===== config.mk =====
export PLATFORM = sky130hd
export DESIGN_NAME = multi_digit_scan_display
export DESIGN_NICKNAME = d
export VERILOG_FILES = /design/src/rtl/display_pkg.sv /design/src/rtl/hex_seg_decoder.sv /design/src/rtl/multi_digit_scan_display.sv
export SDC_FILE = /design/constraint.sdc
export NUM_CORES = 1
export LEC_CHECK = 0
export ABC_AREA = 1
export CAP_MARGIN = 30
export CORE_MARGIN = 5
export CORE_UTILIZATION = 30
export CTS_BUF_LIST = sky130_fd_sc_hd__clkbuf_8
export CTS_CLUSTER_DIAMETER = 100
export CTS_CLUSTER_SIZE = 25
export DETAILED_ROUTE_END_ITERATION = 6
export GPL_TIMING_DRIVEN = 0
export PLACE_DENSITY = 0.6
export SYNTH_ARGS = -nofsm -noshare
export SYNTH_HDL_FRONTEND = slang
export SYNTH_SLANG_ARGS = --single-unit

===== constraint.sdc =====
create_clock -name clk -period 2.4 [get_ports clk]
set_input_delay 0.48 -clock clk [delete_from_list [all_inputs] [get_ports clk]]
set_output_delay 0.48 -clock clk [all_outputs]
set_load 0.01 [all_outputs]

===== src/rtl/display_pkg.sv =====
// Shared types and the active-high hex font for the multiplexed 7-segment display driver.
package display_pkg;

  typedef logic [6:0] seg_t;

  typedef enum logic {
    ST_ON    = 1'b0,
    ST_BLANK = 1'b1
  } state_t;

  localparam seg_t SEG_OFF = 7'h00;

  // Segment order {a,b,c,d,e,f,g} = bits [6:0], 1 = segment lit.
  localparam seg_t SEG_HEX [16] = '{
    7'h7E, 7'h30, 7'h6D, 7'h79, 7'h33, 7'h5B, 7'h5F, 7'h70,
    7'h7F, 7'h7B, 7'h77, 7'h1F, 7'h4E, 7'h3D, 7'h4F, 7'h47
  };

  function automatic int max_int(input int a, input int b);
    return (a > b) ? a : b;
  endfunction

endpackage


===== src/rtl/hex_seg_decoder.sv =====
// Pure combinational nibble to active-high segment pattern lookup.
module hex_seg_decoder
  import display_pkg::*;
(
  input  logic [3:0] nibble,
  output seg_t       seg
);

  assign seg = SEG_HEX[nibble];

endmodule


===== src/rtl/multi_digit_scan_display.sv =====
// N-digit time-multiplexed hex display driver with blanking gap, double-buffered value
// committed at frame start, and optional leading-zero suppression.
module multi_digit_scan_display
  import display_pkg::*;
#(
  parameter int NUM_DIGITS       = 4,
  parameter int SCAN_DIV         = 48000,
  parameter int BLANK_CYCLES     = 480,
  parameter bit SEG_ACTIVE_LOW   = 1'b1,
  parameter bit DIGIT_ACTIVE_LOW = 1'b1
) (
  input  logic                    clk,
  input  logic                    reset,
  input  logic [4*NUM_DIGITS-1:0] value_i,
  input  logic [NUM_DIGITS-1:0]   dp_i,
  input  logic                    load_i,
  input  logic                    lz_suppress_i,
  input  logic                    enable_i,
  output logic [6:0]              seg_o,
  output logic                    dp_o,
  output logic [NUM_DIGITS-1:0]   digit_o,
  output logic                    frame_o,
  output logic                    pending_o
);

  localparam int CNT_W = $clog2(max_int(SCAN_DIV, BLANK_CYCLES) + 1);
  localparam int IDX_W = (NUM_DIGITS > 1) ? $clog2(NUM_DIGITS) : 1;

  localparam logic [CNT_W-1:0] SCAN_LAST  = CNT_W'(SCAN_DIV - 1);
  localparam logic [CNT_W-1:0] BLANK_LAST = CNT_W'((BLANK_CYCLES == 0) ? 0 : BLANK_CYCLES - 1);
  localparam logic [IDX_W-1:0] IDX_LAST   = IDX_W'(NUM_DIGITS - 1);

  localparam logic [6:0]            SEG_IDLE   = SEG_ACTIVE_LOW ? 7'h7F : 7'h00;
  localparam logic                  DP_IDLE    = SEG_ACTIVE_LOW;
  localparam logic [NUM_DIGITS-1:0] DIGIT_IDLE = DIGIT_ACTIVE_LOW ? '1 : '0;

  generate
    if (NUM_DIGITS < 1 || NUM_DIGITS > 8) begin : g_bad_digits
      $error("multi_digit_scan_display: NUM_DIGITS must be 1..8");
    end
    if (SCAN_DIV < 2) begin : g_bad_scan
      $error("multi_digit_scan_display: SCAN_DIV must be >= 2");
    end
    if (BLANK_CYCLES < 0) begin : g_bad_blank
      $error("multi_digit_scan_display: BLANK_CYCLES must be >= 0");
    end
  endgenerate

  state_t                  state_reg, state_next;
  logic [IDX_W-1:0]        idx_reg, idx_next;
  logic [CNT_W-1:0]        cnt_reg, cnt_next;
  logic                    enter_on;
  logic                    commit;

  logic [4*NUM_DIGITS-1:0] shadow_val_reg, shadow_val_next;
  logic [NUM_DIGITS-1:0]   shadow_dp_reg, shadow_dp_next;
  logic [4*NUM_DIGITS-1:0] active_val_reg, active_val_next;
  logic [NUM_DIGITS-1:0]   active_dp_reg, active_dp_next;
  logic                    pending_reg, pending_next;

  logic [6:0]              seg_reg;
  logic                    dp_reg;
  logic [NUM_DIGITS-1:0]   digit_reg;
  logic                    frame_reg;

  logic [3:0]              nib [NUM_DIGITS];
  logic [NUM_DIGITS-1:0]   supp;
  logic [3:0]              nib_sel;
  seg_t                    seg_dec;
  logic                    lit;
  seg_t                    seg_hi;
  logic                    dp_hi;
  logic [NUM_DIGITS-1:0]   digit_hi;

  // State register
  always_ff @(posedge clk or negedge reset) begin
    if (!reset) begin
      state_reg <= ST_BLANK;
      idx_reg   <= IDX_LAST;
      cnt_reg   <= '0;
    end else begin
      state_reg <= state_next;
      idx_reg   <= idx_next;
      cnt_reg   <= cnt_next;
    end
  end

  // Next-state logic; a zero-length blank goes straight from one digit to the next.
  always_comb begin
    state_next = state_reg;
    idx_next   = idx_reg;
    cnt_next   = cnt_reg + CNT_W'(1);
    enter_on   = 1'b0;
    case (state_reg)
      ST_ON: begin
        if (cnt_reg == SCAN_LAST) begin
          cnt_next = '0;
          if (BLANK_CYCLES == 0) begin
            state_next = ST_ON;
            idx_next   = (idx_reg == IDX_LAST) ? '0 : idx_reg + IDX_W'(1);
            enter_on   = 1'b1;
          end else begin
            state_next = ST_BLANK;
          end
        end
      end
      default: begin
        if (BLANK_CYCLES == 0 || cnt_reg == BLANK_LAST) begin
          cnt_next   = '0;
          state_next = ST_ON;
          idx_next   = (idx_reg == IDX_LAST) ? '0 : idx_reg + IDX_W'(1);
          enter_on   = 1'b1;
        end
      end
    endcase
  end

  assign commit = enter_on && (idx_next == '0);

  // Buffer update: a load on the commit edge still lets the old shadow through first.
  always_comb begin
    shadow_val_next = shadow_val_reg;
    shadow_dp_next  = shadow_dp_reg;
    active_val_next = active_val_reg;
    active_dp_next  = active_dp_reg;
    pending_next    = pending_reg;
    if (commit && pending_reg) begin
      active_val_next = shadow_val_reg;
      active_dp_next  = shadow_dp_reg;
      pending_next    = 1'b0;
    end
    if (load_i) begin
      shadow_val_next = value_i;
      shadow_dp_next  = dp_i;
      pending_next    = 1'b1;
    end
  end

  generate
    for (genvar gi = 0; gi < NUM_DIGITS; gi++) begin : g_digit
      assign nib[gi] = active_val_next[4*gi +: 4];
      if (gi == 0) begin : g_first
        assign supp[gi] = 1'b0;
      end else begin : g_upper
        assign supp[gi] = lz_suppress_i && (active_val_next[4*NUM_DIGITS-1:4*gi] == '0);
      end
    end
  endgenerate

  assign nib_sel = nib[idx_next];

  hex_seg_decoder u_dec (
    .nibble (nib_sel),
    .seg    (seg_dec)
  );

  // Output values, active-high, derived from the upcoming state so they switch with it.
  always_comb begin
    lit      = (state_next == ST_ON) && enable_i && !supp[idx_next];
    seg_hi   = lit ? seg_dec : SEG_OFF;
    dp_hi    = lit && active_dp_next[idx_next];
    digit_hi = lit ? (NUM_DIGITS'(1) << idx_next) : '0;
  end

  always_ff @(posedge clk or negedge reset) begin
    if (!reset) begin
      shadow_val_reg <= '0;
      shadow_dp_reg  <= '0;
      active_val_reg <= '0;
      active_dp_reg  <= '0;
      pending_reg    <= 1'b0;
      seg_reg        <= SEG_IDLE;
      dp_reg         <= DP_IDLE;
      digit_reg      <= DIGIT_IDLE;
      frame_reg      <= 1'b0;
    end else begin
      shadow_val_reg <= shadow_val_next;
      shadow_dp_reg  <= shadow_dp_next;
      active_val_reg <= active_val_next;
      active_dp_reg  <= active_dp_next;
      pending_reg    <= pending_next;
      seg_reg        <= SEG_ACTIVE_LOW ? ~seg_hi : seg_hi;
      dp_reg         <= SEG_ACTIVE_LOW ? ~dp_hi : dp_hi;
      digit_reg      <= DIGIT_ACTIVE_LOW ? ~digit_hi : digit_hi;
      frame_reg      <= commit;
    end
  end

  assign seg_o     = seg_reg;
  assign dp_o      = dp_reg;
  assign digit_o   = digit_reg;
  assign frame_o   = frame_reg;
  assign pending_o = pending_reg;

endmodule

# Word-level counts from Yosys, hierarchy flattened
# Memory sizes are Yosys's and may differ from the RTL's.
# Cells that the tools add are included.
[classes]
mux = 26
addsub = 2
n_lt_le_gt_ge = 3
shift = 1
eq_ne = 3
n_bitwise = 6
reduce_logical = 14
[op_table]
columns = ["operator", "count"]
rows = [
  ["16-bit two-way mux", 4],
  ["7-bit two-way mux", 3],
  ["16-bit by 1-bit adder with 16-bit output (second input constant)", 1],
  ["16-bit == test (second input constant)", 1],
  ["16-bit by 9-bit == test with 1-bit output (second input constant)", 1],
  ["4-bit two-way mux", 4],
  ["12-bit logical NOT", 1],
  ["1-bit two-way mux", 9],
  ["4-bit binary-select mux with 2-bit select", 1],
  ["1-bit logical AND", 8],
  ["8-bit logical NOT", 1],
  ["7-bit inverter", 1],
  ["2-bit two-way mux", 3],
  ["5-bit >= comparator (second input constant)", 1],
  ["4-bit inverter with 5-bit output", 1],
  ["1-bit binary-select mux with 2-bit select", 2],
  ["4-bit logical NOT", 1],
  ["4-bit inverter", 1],
  ["1-bit by 2-bit left shift with 4-bit output (first input constant)", 1],
  ["3-bit >= comparator (second input constant)", 1],
  ["2-bit by 3-bit < comparator with 1-bit output (second input constant)", 1],
  ["2-bit inverter with 3-bit output", 1],
  ["2-bit by 1-bit adder with 2-bit output (second input constant)", 1],
  ["2-bit == test (second input constant)", 1],
  ["other kinds (4)", 5],
]
[word_totals]
n_memories = 1
out_inout_bits = 14
elab_cells = 68
ff_bits = 73
rom_bits = 112
[memory_table]
columns = ["memory", "words", "word_bits", "rd", "rd_clocked_by_memory_dff", "wr", "line_no", "rtl"]
rows = [
  ["(no name shown)", 16, 7, 1, 0, 0, "hex_seg_decoder.sv:9", "assign seg = SEG_HEX[nibble];"],
]

# Logic depth before layout (Yosys ltp)
# Gate-level depths: netlist of run 1.
[logic_depth]
ltp_word = 17
depth_mapped = 21
depth_no_buf = 20

# By module
# Synthesis of run 1 repeated with hierarchy kept, for this count alone.
[unflattened]
cells_unflattened = 407
area_unflattened_um2 = 3619.7
[by_module_without_submodules]
columns = ["mod", "n_inst", "cells_per_inst", "area_per_inst_um2"]
rows = [
  ["multi_digit_scan_display", 1, 355, 3349.5],
  ["hex_seg_decoder", 1, 52, 270.3],
]

# Worst setup path before layout of run 1
# OpenSTA, ideal clock, no wires.
[synth_path]
kind = "register -> register"
from = "reg cnt_reg[0]"
to = "reg seg_reg[0] (netlist: seg_o[0])"
t_arrival_ps = 2340
path_stages_with_launch = 19
setup_ps = 81
n_path_buf = 1
setup_slack_ps = -20
period_less_slack_ps = 2420
cell_sequence = "dfrtp_1 -> ha_1 -> nand3_1 -> nor2_2 -> nand3_2 -> nor2_8 -> nand3_4 -> buf_6 -> nand2_1 -> nand2_1 -> nand2_1 -> nand2_1 -> nor2_4 -> inv_1 -> ha_1 -> nand2_2 -> nand2_1 -> nand2_1 -> nand3_2"
[synth_between]
elab_chain_cells = 16
[synth_lines]
columns = ["element", "line_no", "rtl"]
rows = [
  ["start, declared", "multi_digit_scan_display.sv:51", "logic [CNT_W-1:0] cnt_reg, cnt_next;"],
  ["start signal, assigned", "multi_digit_scan_display.sv:84", "cnt_reg <= cnt_next;"],
  ["16-bit by 9-bit == test with 1-bit output (*)", "multi_digit_scan_display.sv:108", "if (BLANK_CYCLES == 0 || cnt_reg == BLANK_LAST) begin"],
  ["2-bit two-way mux", "multi_digit_scan_display.sv:108", ""],
  ["2-bit two-way mux", "multi_digit_scan_display.sv:94", "case (state_reg)"],
  ["2-bit logical NOT", "multi_digit_scan_display.sv:118", "assign commit = enter_on && (idx_next == '0);"],
  ["1-bit logical AND (*)", "multi_digit_scan_display.sv:118", ""],
  ["1-bit logical AND (*)", "multi_digit_scan_display.sv:127", "if (commit && pending_reg) begin"],
  ["16-bit two-way mux (*)", "multi_digit_scan_display.sv:127", ""],
  ["net active_val_next[5]", "multi_digit_scan_display.sv:57", "logic [4*NUM_DIGITS-1:0] active_val_reg, active_val_next;"],
  ["4-bit binary-select mux with 2-bit select", "multi_digit_scan_display.sv:150", "assign nib_sel = nib[idx_next];"],
  ["4-bit two-way mux (not written as such) (2 in series)", "multi_digit_scan_display.sv:150", ""],
  ["4-bit inverter with 5-bit output (not written as such)", "hex_seg_decoder.sv:9", ""],
  ["memory read 16 x 7 bit", "--", ""],
  ["7-bit two-way mux (not written as such) (2 in series)", "hex_seg_decoder.sv:9", ""],
  ["7-bit two-way mux (*)", "multi_digit_scan_display.sv:160", "seg_hi = lit ? seg_dec : SEG_OFF;"],
  ["7-bit inverter (*)", "multi_digit_scan_display.sv:182", "seg_reg <= SEG_ACTIVE_LOW ? ~seg_hi : seg_hi;"],
  ["end signal, assigned", "multi_digit_scan_display.sv:182", ""],
  ["end, declared", "multi_digit_scan_display.sv:61", "logic [6:0] seg_reg;"],
]
# Mark *: on every way through the listed nets, which the timed path passes. The rest lies on a longest branch. The select of a mux whose other input is x is not followed.
# A chain may end at the register's enable or synchronous reset.

# Worst setup path after layout of run 1
[layout_path]
from = "reg cnt_reg[0]"
to = "reg seg_reg[6] (netlist: seg_o[6])"
# Same word-level chain as after synthesis.

==> results of run 1 <==
==> through the flow <==
step                cell area, um^2  setup TNS [ns]
detailed placement             4450           -1.96
floorplan                      3830               0
finish                         5330           -1.09
global placement               4420         -109.23
CTS                            5130          -0.404
global route                   5330           -2.73
==> power by group <==
part           switching, mW  internal [mW]  total (mW)
Sequential            0.0120           1.27        1.28
Clock                  0.458          0.608        1.07
Combinational         0.0811         0.0717       0.153
Total                  0.551           1.95        2.50
==> worst max-delay path by stage <==
stage | endpoint | cells after the start
2_1_floorplan | seg_o[0]$_DFF_PN1_ | 19
3_3_place_gp | active_val_reg[0]$_DFF_PN0_ | 1
3_5_place_dp | seg_o[0]$_DFF_PN1_ | 19
4_1_cts | seg_o[3]$_DFF_PN1_ | 18
5_1_grt | seg_o[0]$_DFF_PN1_ | 17
6_report | seg_o[6]$_DFF_PN1_ | 19
==> cells by family (layout without fill, tap and decap cells) <==
| group | after synthesis | after routing | synth area share, % |
|---|---|---|---|
| and+or+nand+nor | 251 | 251 | 33.4 |
| xor gates and xnor gates | 3 | 3 | 0.687 |
| buffers and inverters | 87 | 178 | 10.3 |
| AOI/OAI and AO/OA | 33 | 33 | 4.74 |
| DFF | 73 | 73 | 48.2 |
| adders and majority gates | 8 | 8 | 2.62 |
==> cells in the final DEF (no fill, tap or decap), drive strengths merged <==
cell type,instances
buf,46
nand4,21
ha,8
a21oi,4
nand3b,1
nor3,8
nand2,134
o21bai,1
bufinv,2
and2,2
o31ai,1
nor4,1
clkbuf,14
dfrtp,58
o21ai,25
nand3,38
clkdlybuf4s50,36
clkinv,3
nor3b,3
xor2,3
o21a,1
nor2,41
a22o,1
and3,1
dfstp,15
dlygate4sd3,1
inv,76
or4,1
==> layer usage <==
layer	global-route usage [%]	vias up	share of wire [%]
met2	20.5	66	48
met5	0	-	0
li1	-	1606	-
met1	17.5	1503	47
met3	2.06	15	3.0
met4	6.23	0	2.1
==> area by class of cell <==
class / count / area [um^2] / area share, %
plain buffers: 12 / 110 / 2.07
flip-flops and latches: 73 / 1850 / 34.7
inverters: 75 / 289 / 5.43
repair buffers: 75 / 736 / 13.8
multi-input cells: 295 / 1910 / 35.9
clock inverters: 6 / 82.6 / 1.55
clock buffers: 10 / 138 / 2.58
well taps: 172 / 215 / 4.04
==> repair_timing <==
action,4_1_cts,5_1_grt
pin swaps,27,23
setup buffers,27,8
setup endpoints to repair,12,17
gates cloned,1,0
resized for setup,54,31
hold buffers,1,0
hold endpoints to repair,2,0
==> results.ini, run 1 <==
[status]
outcome=finished, violations left
violations=setup timing

[yosys]
synthTopCellsByCount=nand2_1 (124), inv_1 (66), dfrtp_1 (58)
synthMostInstantiatedCell=nand2_1
synth_ff_type=dfrtp_1
syn-num-nets=488
async_flop_share_pct=100
synth_area_mm2=0.00383
synth_seq_cells=73
synth_area_per_cell_um2=8.41
synthTopCellsByArea=dfrtp_1 (38%), nand2_1 (12%), dfstp_2 (10%)
syn_inst=455
synth_cell_types=37
synth_top_area_share_pct=37.9
yosys.area.top_type=dfrtp_1
ys_warn_count=0
ys_seq_area_share_pct=48.2
synth_edf_count=0

[final_layout]
n_antenna_cell=0
final_core_util_pct=42.4
fill_cells=1234
syn_to_final_growth_pct=39.2
nets=574
drive_gt1_share_pct=33.0
fin_cells=718

[worst_setup_path]
crit_required_ns=2.71
worstReg2RegEnd=seg_o[6]$_DFF_PN1_
reg2reg_slack_ns=-0.15
path_class=flip-flop to flip-flop
arrival_ns=2.86
crit_top_cell=nand2_2
path_cells=ha_2 -> nand3_4 -> nor2_4 -> nand3_4 -> nand2_4 -> nand2_4 -> buf_12 -> buf_12 -> nand4_1 -> nand2_2 -> nand2_2 -> nand2_2 -> nor2_4 -> buf_6 -> ha_4 -> inv_1 -> nand2_1 -> nand3_2 -> nand3_2
cpMaxStageDelayCell=dfrtp_1
max_stage_delay_ns=0.37
critPathBufInv=4
cp-startpoint=cnt_reg[0]$_DFF_PN0_
cp_max_fo=6
start_kind=flip-flop
reg2regPathDepth=19
r2r-start=cnt_reg[0]$_DFF_PN0_
cp-end-kind=flip-flop
critical_path.top_delay_family=simple AND/OR/NAND/NOR gates

[drt]
num_vias=3190
drtPass1Iterations=4
ant_nets=0
vias_per_cell=4.44
drcViolationCount=0
drt_iter0_drc=195
drt-total-wl_um=9160
wl_per_cell_um=12.8

[clocking]
numCtsBuffers=9
clockBufferDepth=2
insertion_delay_ns=0.36
clk_pin_slew_ns=0.08
cts_tree=done
clock-sinks=73
cts_root_buffer=clkbuf_8
htreeDepth=3

[power_and_ir_drop]
peakVddDrop_mv=0.193
leakagePower_nw=2.58
p_per_area_mw_per_mm2=469
p_total_mw=2.50

[placed_design]
place_ws_ns=-0.313
place_inst=665
gp_congestion=0.827
place_hpwl_um=6120
port_buffers=37

[sta]
hold_viol=0
finClkSkew_ns=0.0140
min_period_over_period_pct=106
slew_headroom_pct=62.4
timing.fmax_ghz=0.392
min_period_ns=2.55
worst_slew_pin_slew_ns=0.564
holdWs_ns=0.468
layout_setup_ws_ns=-0.152
setup_viol=11
grt_setup_unrepaired=yes
drv_slew=0

[floorplan]
fp-row-count=41
die_area_mm2=0.0151
die_x_um=123
start_util_pct=30.5
fp.coreArea_mm2=0.0126
num_io_pins=39
die_h_um=123

[global_route]
grt_pass1_vias=3278
antenna_found_initial=0
grt_max_degree=72
grt_pass1_wl_um=15300
track_usage_pct=13.0
overflow=0

[run]
drv_cap=0

[min_path]
hold_path.class=input pin to asynchronous set/reset pin

Note: power is estimated with default switching activity, not from simulation.
==> run 2: changes to the inputs <==
--- a/config.mk
+++ b/config.mk
@@ -13,8 +13,10 @@
 export CTS_CLUSTER_DIAMETER = 100
 export CTS_CLUSTER_SIZE = 25
 export DETAILED_ROUTE_END_ITERATION = 6
+export DONT_BUFFER_PORTS = 1
 export GPL_TIMING_DRIVEN = 0
-export PLACE_DENSITY = 0.6
+export PLACE_DENSITY = 0.55
 export SYNTH_ARGS = -nofsm -noshare
 export SYNTH_HDL_FRONTEND = slang
 export SYNTH_SLANG_ARGS = --single-unit
+export TNS_END_PERCENT = 30
==> constraint.sdc (replaced) <==
create_clock -name clk -period 3.2 [get_ports clk]
set_input_delay 0.64 -clock clk [delete_from_list [all_inputs] [get_ports clk]]
set_output_delay 0.64 -clock clk [all_outputs]
set_load 0.01 [all_outputs]
==> run 2 against run 1 <==
Effect of this change: the flow now finishes without violations; critical path type unchanged; final cell count is 10% lower; critical endpoint unchanged; worst setup slack better by 0.51 ns; hold slack worse by 0.34 ns; count of clock-buffer cells in the layout unchanged; sequential share of layout area increased by 8.9 points; register-to-register slack improved by 0.51 ns; critical path depth decreased by 2; sequential cell count unchanged; highest routed layer unchanged; non-clock buffer count fell by 74.
==> results.ini, run 2 (synthesis gave the netlist of run 1 again) <==
[power_and_ir_drop]
peakVddDrop_mv=0.161
p_per_area_mw_per_mm2=394
p_total_mw=1.67
leakagePower_nw=2.15

[worst_setup_path]
crit_required_ns=3.47
critical_path.top_delay_family=simple AND/OR/NAND/NOR gates
path_cells=ha_1 -> nand3_1 -> nor2_2 -> nand4_1 -> nand2_4 -> buf_12 -> buf_12 -> nand4_1 -> nand2_2 -> inv_2 -> nand2_1 -> nand4_1 -> ha_1 -> inv_1 -> nand2_1 -> nand3_1 -> nand3_1
cp_max_fo=10
cp-end-kind=flip-flop
start_kind=flip-flop
arrival_ns=3.11
max_stage_delay_ns=0.38
cpMaxStageDelayCell=dfrtp_1
critPathBufInv=4
path_class=flip-flop to flip-flop

[global_route]
grt_max_degree=59
grt_pass1_vias=2866
antenna_found_initial=0
track_usage_pct=12.1
grt_pass1_wl_um=14200
overflow=0

[clocking]
cts_root_buffer=clkbuf_8
htreeDepth=3
insertion_delay_ns=0.35
clockBufferDepth=2
cts_tree=done
clock-sinks=73
clk_pin_slew_ns=0.08
numCtsBuffers=9

[sta]
min_period_ns=2.84
worst_slew_pin_slew_ns=0.783
grt_setup_unrepaired=no
timing.fmax_ghz=0.352
tns_ns=0
slew_headroom_pct=47.5
min_period_over_period_pct=88.7
hold_viol=0
finClkSkew_ns=0.00810
layout_setup_ws_ns=0.361
drv_slew=0
setup_viol=0

[drt]
drcViolationCount=0
ant_nets=0
num_vias=2857
drt_iter0_drc=101
drt-total-wl_um=8440
vias_per_cell=4.44
wl_per_cell_um=13.1
drtPass1Iterations=4

[floorplan]
die_area_mm2=0.0151
fp.coreArea_mm2=0.0126
die_h_um=123
start_util_pct=30.5
num_io_pins=39
fp-row-count=41
die_x_um=123

[placed_design]
place_hpwl_um=6230
port_buffers=0
place_ws_ns=0.312
placed_cell_area_mm2=0.00404
gp_congestion=0.872

[final_layout]
post-route-cell-area_mm2=0.00424
fill_cells=1304
layout_common_cells=nand2_1 (124), inv_1 (68), dfrtp_1 (58), nand3_1 (27), nor2_1 (26)
final_common_cell=nand2_1
n_antenna_cell=0
drive_gt1_share_pct=18.3
nets=500
syn_to_final_growth_pct=10.7

[min_path]
hold_path.class=input pin to asynchronous set/reset pin

[status]
outcome=finished clean

[run]
drv_cap=0

## run 2: changes by cell type in the layout (fill, tap and decap cells not counted), sizes merged
cell           previous run  this run
clkdlybuf4s50            36         0
clkinvlp                  0         1
clkinv                    3         2
dlygate4sd3               1         0
buf                      46         9
inv                      76        77
bufinv                    2         0
## run 2: path summary, 6_finish.rpt
kind / start / endpoint / slack (ns) / cells after the start
setup / recovery: cnt_reg[0]$_DFF_PN0_ / seg_o[6]$_DFF_PN1_ / 0.36 / 17
hold / removal: reset / seg_o[2]$_DFF_PN1_ / 0.13 / 0
setup reg to reg: cnt_reg[0]$_DFF_PN0_ / seg_o[6]$_DFF_PN1_ / 0.36 / 17
hold reg to reg: cnt_reg[0]$_DFF_PN0_ / cnt_reg[0]$_DFF_PN0_ / 0.48 / 1
max in group asynchronous: reset / shadow_val_reg[0]$_DFFE_PN0P_ / 2.80 / 1
min in group clk: value_i[3] / shadow_val_reg[3]$_DFFE_PN0P_ / 0.41 / 2
## run 2: cell type report
cell class | count | area [um^2] | area share [%]
Sequential cell | 73 | 1850 | 43.5
Buffer | 12 | 110 | 2.60
Tap cell | 172 | 215 | 5.08
Inverter | 75 | 284 | 6.70
Timing Repair Buffer | 1 | 27.5 | 0.650
Clock buffer | 10 | 138 | 3.25
Clock inverter | 5 | 25.0 | 0.590
Multi-Input combinational cell | 295 | 1590 | 37.6
## run 2: what timing repair did
action                                 CTS  global route
endpoints found under the hold margin   58             0
setup endpoints to repair                0             1
hold buffers                             1             0
resized for setup                        0             1
setup buffers                            0             0
## run 2: per-stage QoR
| step | std cells | hold slack [ns] | utilization [%] |
|---|---|---|---|
| after CTS | 643 | 0.111 | 33.7 |
| after global routing | 643 | 0.0958 | 33.7 |
| after detailed placement | 627 | 0.347 | 32.2 |
| after global placement | 627 | 0.349 | 32.2 |
| after floorplan | 455 | 0.344 | - |
| final | 643 | 0.128 | 33.7 |
## run 2: routing by layer
metal  part of all wire (%)  up-vias  track usage [%]
met2                     45       54             18.4
met1                     51     1336             17.0
li1                       -     1457                -
met5                      0        -                0
met3                    3.1       10             3.25
met4                    1.3        0             3.57
## run 2: power by group
group          switching [mW]  leakage [nW]  internal (mW)  total [mW]
clock                   0.347        0.0905          0.290       0.637
combinational          0.0463          1.15         0.0187      0.0649
sequential             0.0131         0.912          0.953       0.966
==> run 3: changes to the inputs <==
--- a/config.mk
+++ b/config.mk
@@ -19,4 +19,3 @@
 export SYNTH_ARGS = -nofsm -noshare
 export SYNTH_HDL_FRONTEND = slang
 export SYNTH_SLANG_ARGS = --single-unit
-export TNS_END_PERCENT = 30
==> results of run 3 <==
The final DEF is identical to that of run 2; final timing and power are the same.
